**config.mk**
```make
export PLATFORM = sky130hd
export DESIGN_NAME = mmio_uart_tx
export DESIGN_NICKNAME = d
export VERILOG_FILES = /design/src/rtl/mmio_uart_tx.sv
export SDC_FILE = /design/constraint.sdc
export NUM_CORES = 1
export LEC_CHECK = 0
export CORE_MARGIN = 4
export CORE_UTILIZATION = 40
export CTS_CLUSTER_DIAMETER = 150
export DETAILED_ROUTE_END_ITERATION = 16
export GPL_TIMING_DRIVEN = 0
export HOLD_SLACK_MARGIN = 0.05
export SLEW_MARGIN = 20
export SYNTH_ARGS = -nofsm -noshare
export SYNTH_HDL_FRONTEND = slang
export SYNTH_SLANG_ARGS = --single-unit
```
**constraint.sdc**
```tcl
create_clock -name CLK -period 6.4 [get_ports CLK]
set_clock_uncertainty 0.2 [all_clocks]
set_input_delay 1.28 -clock CLK [delete_from_list [all_inputs] [get_ports CLK]]
set_output_delay 1.28 -clock CLK [all_outputs]
set_load 0.03 [all_outputs]
```
**src/rtl/mmio_uart_tx.sv**
```systemverilog
// Bus-mapped 8N1 transmitter: CPU pushes bytes into a small FIFO, polls STATUS; TXD starts one edge after a write into an idle, empty block.
// Writes to a full FIFO are dropped and set sticky OVF; define MMIO_UART_TX_PARITY_EN to add an even-parity bit (8E1).
module mmio_uart_tx #(
  parameter logic [7:0] BASE_ADDR    = 8'hF0,
  parameter int         FIFO_DEPTH   = 4,
  parameter int         CLKS_PER_BIT = 16
) (
  input  logic       CLK,
  input  logic       RESET_L,
  input  logic [7:0] ADDR,
  input  logic [7:0] DATA,
  input  logic       MW,
  output logic [7:0] Q,
  output logic       SEL,
  output logic       TXD,
  output logic       BUSY
);

  localparam int AW = (FIFO_DEPTH > 1) ? $clog2(FIFO_DEPTH) : 1;
  localparam int CW = $clog2(FIFO_DEPTH) + 1;
  localparam int BW = $clog2(CLKS_PER_BIT);
  localparam logic [7:0]    STAT_ADDR = BASE_ADDR + 8'd1;
  localparam logic [CW-1:0] DEPTH_C   = CW'(FIFO_DEPTH);
  localparam logic [BW-1:0] BAUD_LAST = BW'(CLKS_PER_BIT - 1);
`ifdef MMIO_UART_TX_PARITY_EN
  localparam logic PAR_EN = 1'b1;
`else
  localparam logic PAR_EN = 1'b0;
`endif

  typedef enum logic [2:0] {
    S_IDLE,
    S_START,
    S_DATA,
`ifdef MMIO_UART_TX_PARITY_EN
    S_PARITY,
`endif
    S_STOP
  } state_t;

  logic [7:0]    mem [FIFO_DEPTH];
  logic [AW-1:0] wr_ptr_q, rd_ptr_q;
  logic [CW-1:0] count_q;
  logic          ovf_q;
  logic [7:0]    last_q;

  state_t        state_q, state_d;
  logic [BW-1:0] baud_q, baud_d;
  logic [2:0]    bit_q, bit_d, bit_nxt;
  logic [7:0]    byte_q, byte_d;
  logic          txd_q, txd_d;

  logic empty, full, push_req, push_ok, ovf_clr, pop, bit_end;
  logic [7:0] head;

  assign empty    = (count_q == '0);
  assign full     = (count_q == DEPTH_C);
  assign head     = mem[rd_ptr_q];
  assign push_req = MW && (ADDR == BASE_ADDR);
  // A full FIFO still accepts a byte when the serialiser frees a slot on the same edge.
  assign push_ok  = push_req && (!full || pop);
  assign ovf_clr  = MW && (ADDR == STAT_ADDR) && DATA[3];
  assign bit_end  = (baud_q == BAUD_LAST);
  assign bit_nxt  = bit_q + 3'd1;

  assign SEL  = (ADDR == BASE_ADDR) || (ADDR == STAT_ADDR);
  assign TXD  = txd_q;
  assign BUSY = (state_q != S_IDLE) || !empty;

  always_comb begin
    Q = 8'h00;
    if (ADDR == BASE_ADDR)
      Q = last_q;
    else if (ADDR == STAT_ADDR)
      Q = {3'b000, PAR_EN, ovf_q, full, empty, BUSY};
  end

  always_ff @(posedge CLK) begin
    if (push_ok)
      mem[wr_ptr_q] <= DATA;
  end

  always_ff @(posedge CLK or negedge RESET_L) begin
    if (!RESET_L) begin
      wr_ptr_q <= '0;
      rd_ptr_q <= '0;
      count_q  <= '0;
      ovf_q    <= 1'b0;
      last_q   <= 8'h00;
    end else begin
      if (push_ok) begin
        wr_ptr_q <= wr_ptr_q + AW'(1);
        last_q   <= DATA;
      end
      if (pop)
        rd_ptr_q <= rd_ptr_q + AW'(1);
      if (push_ok && !pop)
        count_q <= count_q + CW'(1);
      else if (pop && !push_ok)
        count_q <= count_q - CW'(1);
      if (push_req && !push_ok)
        ovf_q <= 1'b1;
      else if (ovf_clr)
        ovf_q <= 1'b0;
    end
  end

  always_ff @(posedge CLK or negedge RESET_L) begin
    if (!RESET_L) begin
      state_q <= S_IDLE;
      baud_q  <= '0;
      bit_q   <= '0;
      byte_q  <= 8'h00;
      txd_q   <= 1'b1;
    end else begin
      state_q <= state_d;
      baud_q  <= baud_d;
      bit_q   <= bit_d;
      byte_q  <= byte_d;
      txd_q   <= txd_d;
    end
  end

  // TXD is registered from the next-state decision so the line moves on the same edge as the state.
  always_comb begin
    state_d = state_q;
    baud_d  = baud_q;
    bit_d   = bit_q;
    byte_d  = byte_q;
    txd_d   = txd_q;
    pop     = 1'b0;
    if (state_q != S_IDLE)
      baud_d = bit_end ? '0 : baud_q + BW'(1);
    case (state_q)
      S_IDLE: begin
        txd_d = 1'b1;
        if (!empty) begin
          pop     = 1'b1;
          byte_d  = head;
          baud_d  = '0;
          state_d = S_START;
          txd_d   = 1'b0;
        end
      end
      S_START: begin
        if (bit_end) begin
          state_d = S_DATA;
          bit_d   = 3'd0;
          txd_d   = byte_q[0];
        end
      end
      S_DATA: begin
        if (bit_end) begin
          if (bit_q == 3'd7) begin
`ifdef MMIO_UART_TX_PARITY_EN
            state_d = S_PARITY;
            txd_d   = ^byte_q;
`else
            state_d = S_STOP;
            txd_d   = 1'b1;
`endif
          end else begin
            bit_d = bit_nxt;
            txd_d = byte_q[bit_nxt];
          end
        end
      end
`ifdef MMIO_UART_TX_PARITY_EN
      S_PARITY: begin
        if (bit_end) begin
          state_d = S_STOP;
          txd_d   = 1'b1;
        end
      end
`endif
      S_STOP: begin
        if (bit_end) begin
          if (!empty) begin
            pop     = 1'b1;
            byte_d  = head;
            state_d = S_START;
            txd_d   = 1'b0;
          end else begin
            state_d = S_IDLE;
            txd_d   = 1'b1;
          end
        end
      end
      default: begin
        state_d = S_IDLE;
        txd_d   = 1'b1;
      end
    endcase
  end

endmodule

```
Word level (Yosys, flattened, before mapping) --
Memory sizes are Yosys's and may differ from the RTL's. Index checks and enable logic that the tools add are counted.
Operators by class: add/subtract/negate cells 6, order comparisons 1, equality and inequality tests 14, multiplexer cells 37, reductions and logical operators 25
Operators by type and width (number):
- 3-bit two-way mux | 10
- 8-bit two-way mux | 3
- 4-bit two-way mux | 5
- 8-bit == test, second input constant | 2
- 8-bit one-hot mux with 2 select lines | 1
- 1-bit two-way mux | 13
- 2-bit inequality test, second input constant | 6
- 3-bit one-hot mux with 4 select lines | 1
- 2-bit nonzero test | 4
- 1-bit logical AND | 7
- 3-bit by 1-bit adder with 3-bit output, second input constant | 2
- 3-bit by 2-bit == test with 1-bit output, second input constant | 2
- 3-bit == test, second input constant | 2
- 3-bit zero test | 2
- 3-bit one-hot mux with 2 select lines | 1
- 5-bit AND reduction | 1
- 2-bit by 1-bit adder with 2-bit output, second input constant | 2
- 4-bit by 1-bit adder with 4-bit output, second input constant | 1
- 4-bit == test, second input constant | 1
- 1-bit zero test | 4
- 3-bit by 4-bit less-than comparator with 1-bit output, second input constant | 1
- 1-bit one-hot mux with 4 select lines | 1
- 4-bit AND reduction | 1
- 1-bit binary-select mux with 3-bit select | 1
- other kinds (7) | 9
Storage, ports and cells: register bits 35, memory bits (writable) 32, input port bits 19, output and inout port bits 11, word-level logic and storage cells 94, memories 1
Memory list:
- mem | depth 4, bits a word 8, read ports 1, clocked after memory_dff 0, wr ports 1, RTL line 41 | logic [7:0] mem [FIFO_DEPTH];

Depth between registers and ports, before layout --
Gate-level depths: netlist of the first run.
depth in word-level cells 10, gate-level depth with buffers 11, depth with buffers taken out 11

Worst setup path before layout of the first run --
Ideal clock, no wire load.
path kind input -> output, from input port ADDR[1], to output port Q[0], arrival 2.793 ns, data required time 4.920 ns, path slack 2.127 ns, cell stages on the path 4, path buffers 1, path through or3_1 or2_1 buf_6 a311oi_1
On the way: word-level cells in the longest chain between the ends 3, elaborated cells between the ends (all ways) 4, classes of those cells eq/ne (2); mux (2)
RTL lines:
- start, declared | RTL line 10 | input logic [7:0] ADDR,
- 8-bit == test | RTL line 74 | else if (ADDR == STAT_ADDR)
- 4-bit two-way mux | RTL line 74
- 8-bit two-way mux (*) | RTL line 72 | if (ADDR == BASE_ADDR)
- end, declared | RTL line 13 | output logic [7:0] Q,
Mark *: on every way between the ends. The rest lies on a longest branch, timed or not.

Worst setup path after layout of the first run --
from input port ADDR[1], to output port Q[4]
On the way: word-level cells in the longest chain between the ends 2
RTL lines (RTL line):
- 8-bit == test | 72
- 8-bit two-way mux | 72
Every way passes these cells.

==> run metrics, run 1 <==
netlist area before placement 3080 sq um; Slew Limit Headroom 0.480; Resize count post-CTS 0; total inserted antenna cells 0; post-synthesis compound-gate area fraction 0.0593; worst slew pin tran between 700 and 800 ps; maximum net fanout on the critical path 5; overall die width approximately 96 um; post-route clock period utilization 0.774; Setup Crit Path Kind in2out; Pins Over Slew Limit 0; fraction of the core area covered by cells at the end of the flow 0.504; required time of the critical path 4920 ps; first-pass iteration count of the detailed router 4; Initial Util 0.418; via count of the first global-routing pass approximately 1800; global-route met1 utilization 0.175; Worst-Skew Late Latency about 340 ps; Worst setup EP type output port; Syn Nets between 200 and 250; wire length of the first global-routing pass 9190 um; maximum root-to-sink buffer count 2; filler cell count around 650; ratio of cells with drive above 1 in the final layout 0.213; area of the die between 9000 and 10000 sq um; CTS clk-pin slew, worst paths about 70 ps; final hold violations 0; Leak ~1.5 nW; count of max-cap constraint violations 0; growth of design area from synthesis to finish 20.4%; maximum number of pins on one net before global-route repair 20; vertical die dimension approximately 96 um; total global routing overflow 0; Fmax 202 MHz; count of boundary I/O pins 30; Synth Register Bits between 60 and 70; number of buffers inserted by post-CTS setup repair 0; weighted congestion at the end of routability-driven global placement between 0.7 and 0.8; final count of negative-setup-slack endpoints 0; CTS tree done; run status finished, final reports clean; total CTS buffers 9; Worst VDD drop between 0.15 and 0.2 mV; wirelength, routed ~5400 um; antenna violations before repair 0; vias per cell roughly 5; fraction of met3 tracks used by global routing 0.0399; class of the worst hold path reg2reg; synth warn 0; mean instance size in the synthesized netlist between 10 and 15 sq um; Power Dens Cells 226 nW/um^2; routed vias 1771; XOR/XNOR Fraction of Synth Area 0.0199; layer carrying the most global-route usage met2; main combinational cell family by area after synthesis multiplexers; post-route non-filler standard cell count between 300 and 400; count of routing violations after the opening detailed-route iteration 50; RSZ-0062 raised after global routing false; post-synthesis adder-cell area fraction 0.0552; Clock H-tree levels 3; dpl cells 337; multiplexer fraction of the synthesized cell area 0.166; CTS Root Cell clkbuf_8; kind of start point of the critical path input port; Sum Neg Setup Slack 0 ps; Wirelength per Cell between 15 and 20 um; number of hold buffers added after CTS 0; Cells after Synth 209; global routing usage summed across all routing layers 0.136; Post-layout nets about 280; GRT met2 Usage 0.218; count of buffers from port buffering 28; clk sink count 66; endpoint arrival time on the critical path around 3500 ps; Synth cell types 44; Antenna Violating Nets Remaining 0; sequential cell area fraction in the yosys report 0.588; time the worst path needs with I/O delays and setup between 4000 and 5000 ps; number of design rule violations left after detail routing 0; post-synthesis share of cell area spent on and, or, nand and nor gates 0.0844; number of placement rows 31; DP HPWL 3830 um; area of the core region roughly 7400 sq um
## per-layer routing
| metal | routed length, um | share of wire |
|---|---|---|
| met1 | 2510 | 0.47 |
| met2 | 2570 | 0.48 |
| met3 | 206 | 0.038 |
| met4 | 92 | 0.017 |
| met5 | 0 | 0 |
## final cells by class
type / count / area, sq um / area share
repair buffers: 29 / 303 / 0.0816
inverters: 9 / 46.3 / 0.0125
multi-input cells: 126 / 1180 / 0.319
clock inverters: 7 / 77.6 / 0.0209
flip-flops and latches: 66 / 1810 / 0.489
plain buffers: 8 / 38.8 / 0.0105
well taps: 99 / 124 / 0.0334
clock buffers: 9 / 124 / 0.0334
## worst paths after layout
| kind | slack, ps | end | from | depth (start not counted) |
|---|---|---|---|---|
| hold reg to reg | 290 | count_q[2]$_DFFE_PN0P_ | count_q[2]$_DFFE_PN0P_ | 1 |
| max in group asynchronous | 4880 | byte_q[0]$_DFFE_PN0P_ | RESET_L | 2 |
| setup / recovery | 1450 | Q[4] | ADDR[1] | 5 |
| hold / removal | 290 | count_q[2]$_DFFE_PN0P_ | count_q[2]$_DFFE_PN0P_ | 1 |
| setup reg to reg | 3590 | count_q[1]$_DFFE_PN0P_ | baud_q[0]$_DFF_PN0_ | 8 |
| min in group asynchronous | 670 | last_q[5]$_DFFE_PN0P_ | RESET_L | 1 |
## cells in the final DEF, fill, tap and decap left out, types with 9 or more instances in the layout
master	netlist	layout
nor2_1	9	9
dfrtp_1	33	33
clkbuf_8	0	9
mux2_4	9	9
nand3_1	10	10
mux4_2	9	9
mux2_2	10	10
edfxtp_1	32	32
ha_1	12	12
clkdlybuf4s50_1	0	27
## state kept, by name, indices dropped and copies added, names as in the netlist
name,cells
bit_q,3
byte_q,8
baud_q,4
rd_ptr_q,2
mem,32
state_q,2
wr_ptr_q,2
ovf_q,1
TXD,1
last_q,8
count_q,3
## critical path, stage by stage
cell             delay (ps)
clkdlybuf4s50_1         390
or3_1                   370
nor3_1                  530
and2_1                  220
clkdlybuf4s50_1         670
## report_power, final
group,leakage [nW],internal (mW),switching (mW)
clock network,0.100,0.183,0.168
registers,0.713,0.449,0.00377
logic,0.650,0.0185,0.0154
## cells by family after synthesis
| kind of cell | Yosys count |
|---|---|
| DFF | 66 |
| and+or+nand+nor | 46 |
| muxes | 34 |
| AOI/OAI and AO/OA | 26 |
| buffers and inverters | 17 |
| adders and majority gates | 13 |
| xor gates and xnor gates | 7 |
## stage by stage
stage                     setup slack [ps]  hold slack, ps  instance area (sq um)  total power, mW
final                                 1450             288                   3710            0.838
after global routing                  1260             312                   3710            0.871
after CTS                             1360             292                   3710            0.850
after detailed placement              1380             279                   3510            0.497
after global placement                1390             276                   3490            0.494
after floorplan                       2130             255                   3080            0.474
## synth_stat cells
cell / n / area share
edfxtp_1: 32 / 0.31
xnor2_1: 4 / 0.011
nand4_1: 1 / 0.0020
a21o_1: 1 / 0.0024
nor3b_1: 1 / 0.0024
buf_6: 1 / 0.0037
nand2b_1: 3 / 0.0061
o21ai_0: 8 / 0.013
nand3_4: 1 / 0.0057
a31oi_1: 1 / 0.0020
nand3_1: 10 / 0.016
and2_1: 8 / 0.016
nor3_1: 3 / 0.0049
a211oi_2: 1 / 0.0041
or2_1: 1 / 0.0020
fa_1: 1 / 0.0065
dfstp_2: 1 / 0.0085
buf_2: 1 / 0.0016
nor2_1: 9 / 0.011
mux2_4: 9 / 0.044
nor3b_2: 1 / 0.0041
a41oi_1: 1 / 0.0028
a22o_1: 5 / 0.014
a21oi_1: 3 / 0.0049
clkbuf_1: 5 / 0.0061
clkinv_8: 1 / 0.0053
and3_1: 1 / 0.0020
ha_1: 12 / 0.049
buf_1: 1 / 0.0012
a21oi_2: 1 / 0.0028
a22oi_1: 1 / 0.0024
o31ai_1: 2 / 0.0049
mux2i_1: 6 / 0.019
inv_1: 8 / 0.0097
xor2_1: 3 / 0.0085
a311oi_1: 1 / 0.0028
nand2_1: 4 / 0.0049
or3_1: 1 / 0.0020
dfrtp_1: 33 / 0.27
a32oi_1: 1 / 0.0028
mux2_2: 10 / 0.037
mux4_2: 9 / 0.066
nor2b_1: 1 / 0.0020
and4_1: 1 / 0.0028
Power figures use the tool's default switching activity.
==> run 2: changes to the inputs <==
==> constraint.sdc (replaced) <==
create_clock -name CLK -period 4.5 [get_ports CLK]
set_clock_uncertainty 0.2 [all_clocks]
set_input_delay 0.9 -clock CLK [delete_from_list [all_inputs] [get_ports CLK]]
set_output_delay 0.9 -clock CLK [all_outputs]
set_load 0.03 [all_outputs]
==> results of run 2 <==
Same layout as run 1 (identical final DEF). Status: finished, final reports clean.
Among the figures that moved: setup slack after placement 1380 ps -> 237 ps; clock-pin slew on the worst setup and hold paths 70 ps -> 80 ps; setup slack after layout 1450 ps -> 309 ps; register-to-register setup slack 3590 ps -> 1690 ps; total power 0.838 mW -> 1.19 mW; worst IR drop on VDD 0.165 mV -> 0.235 mV
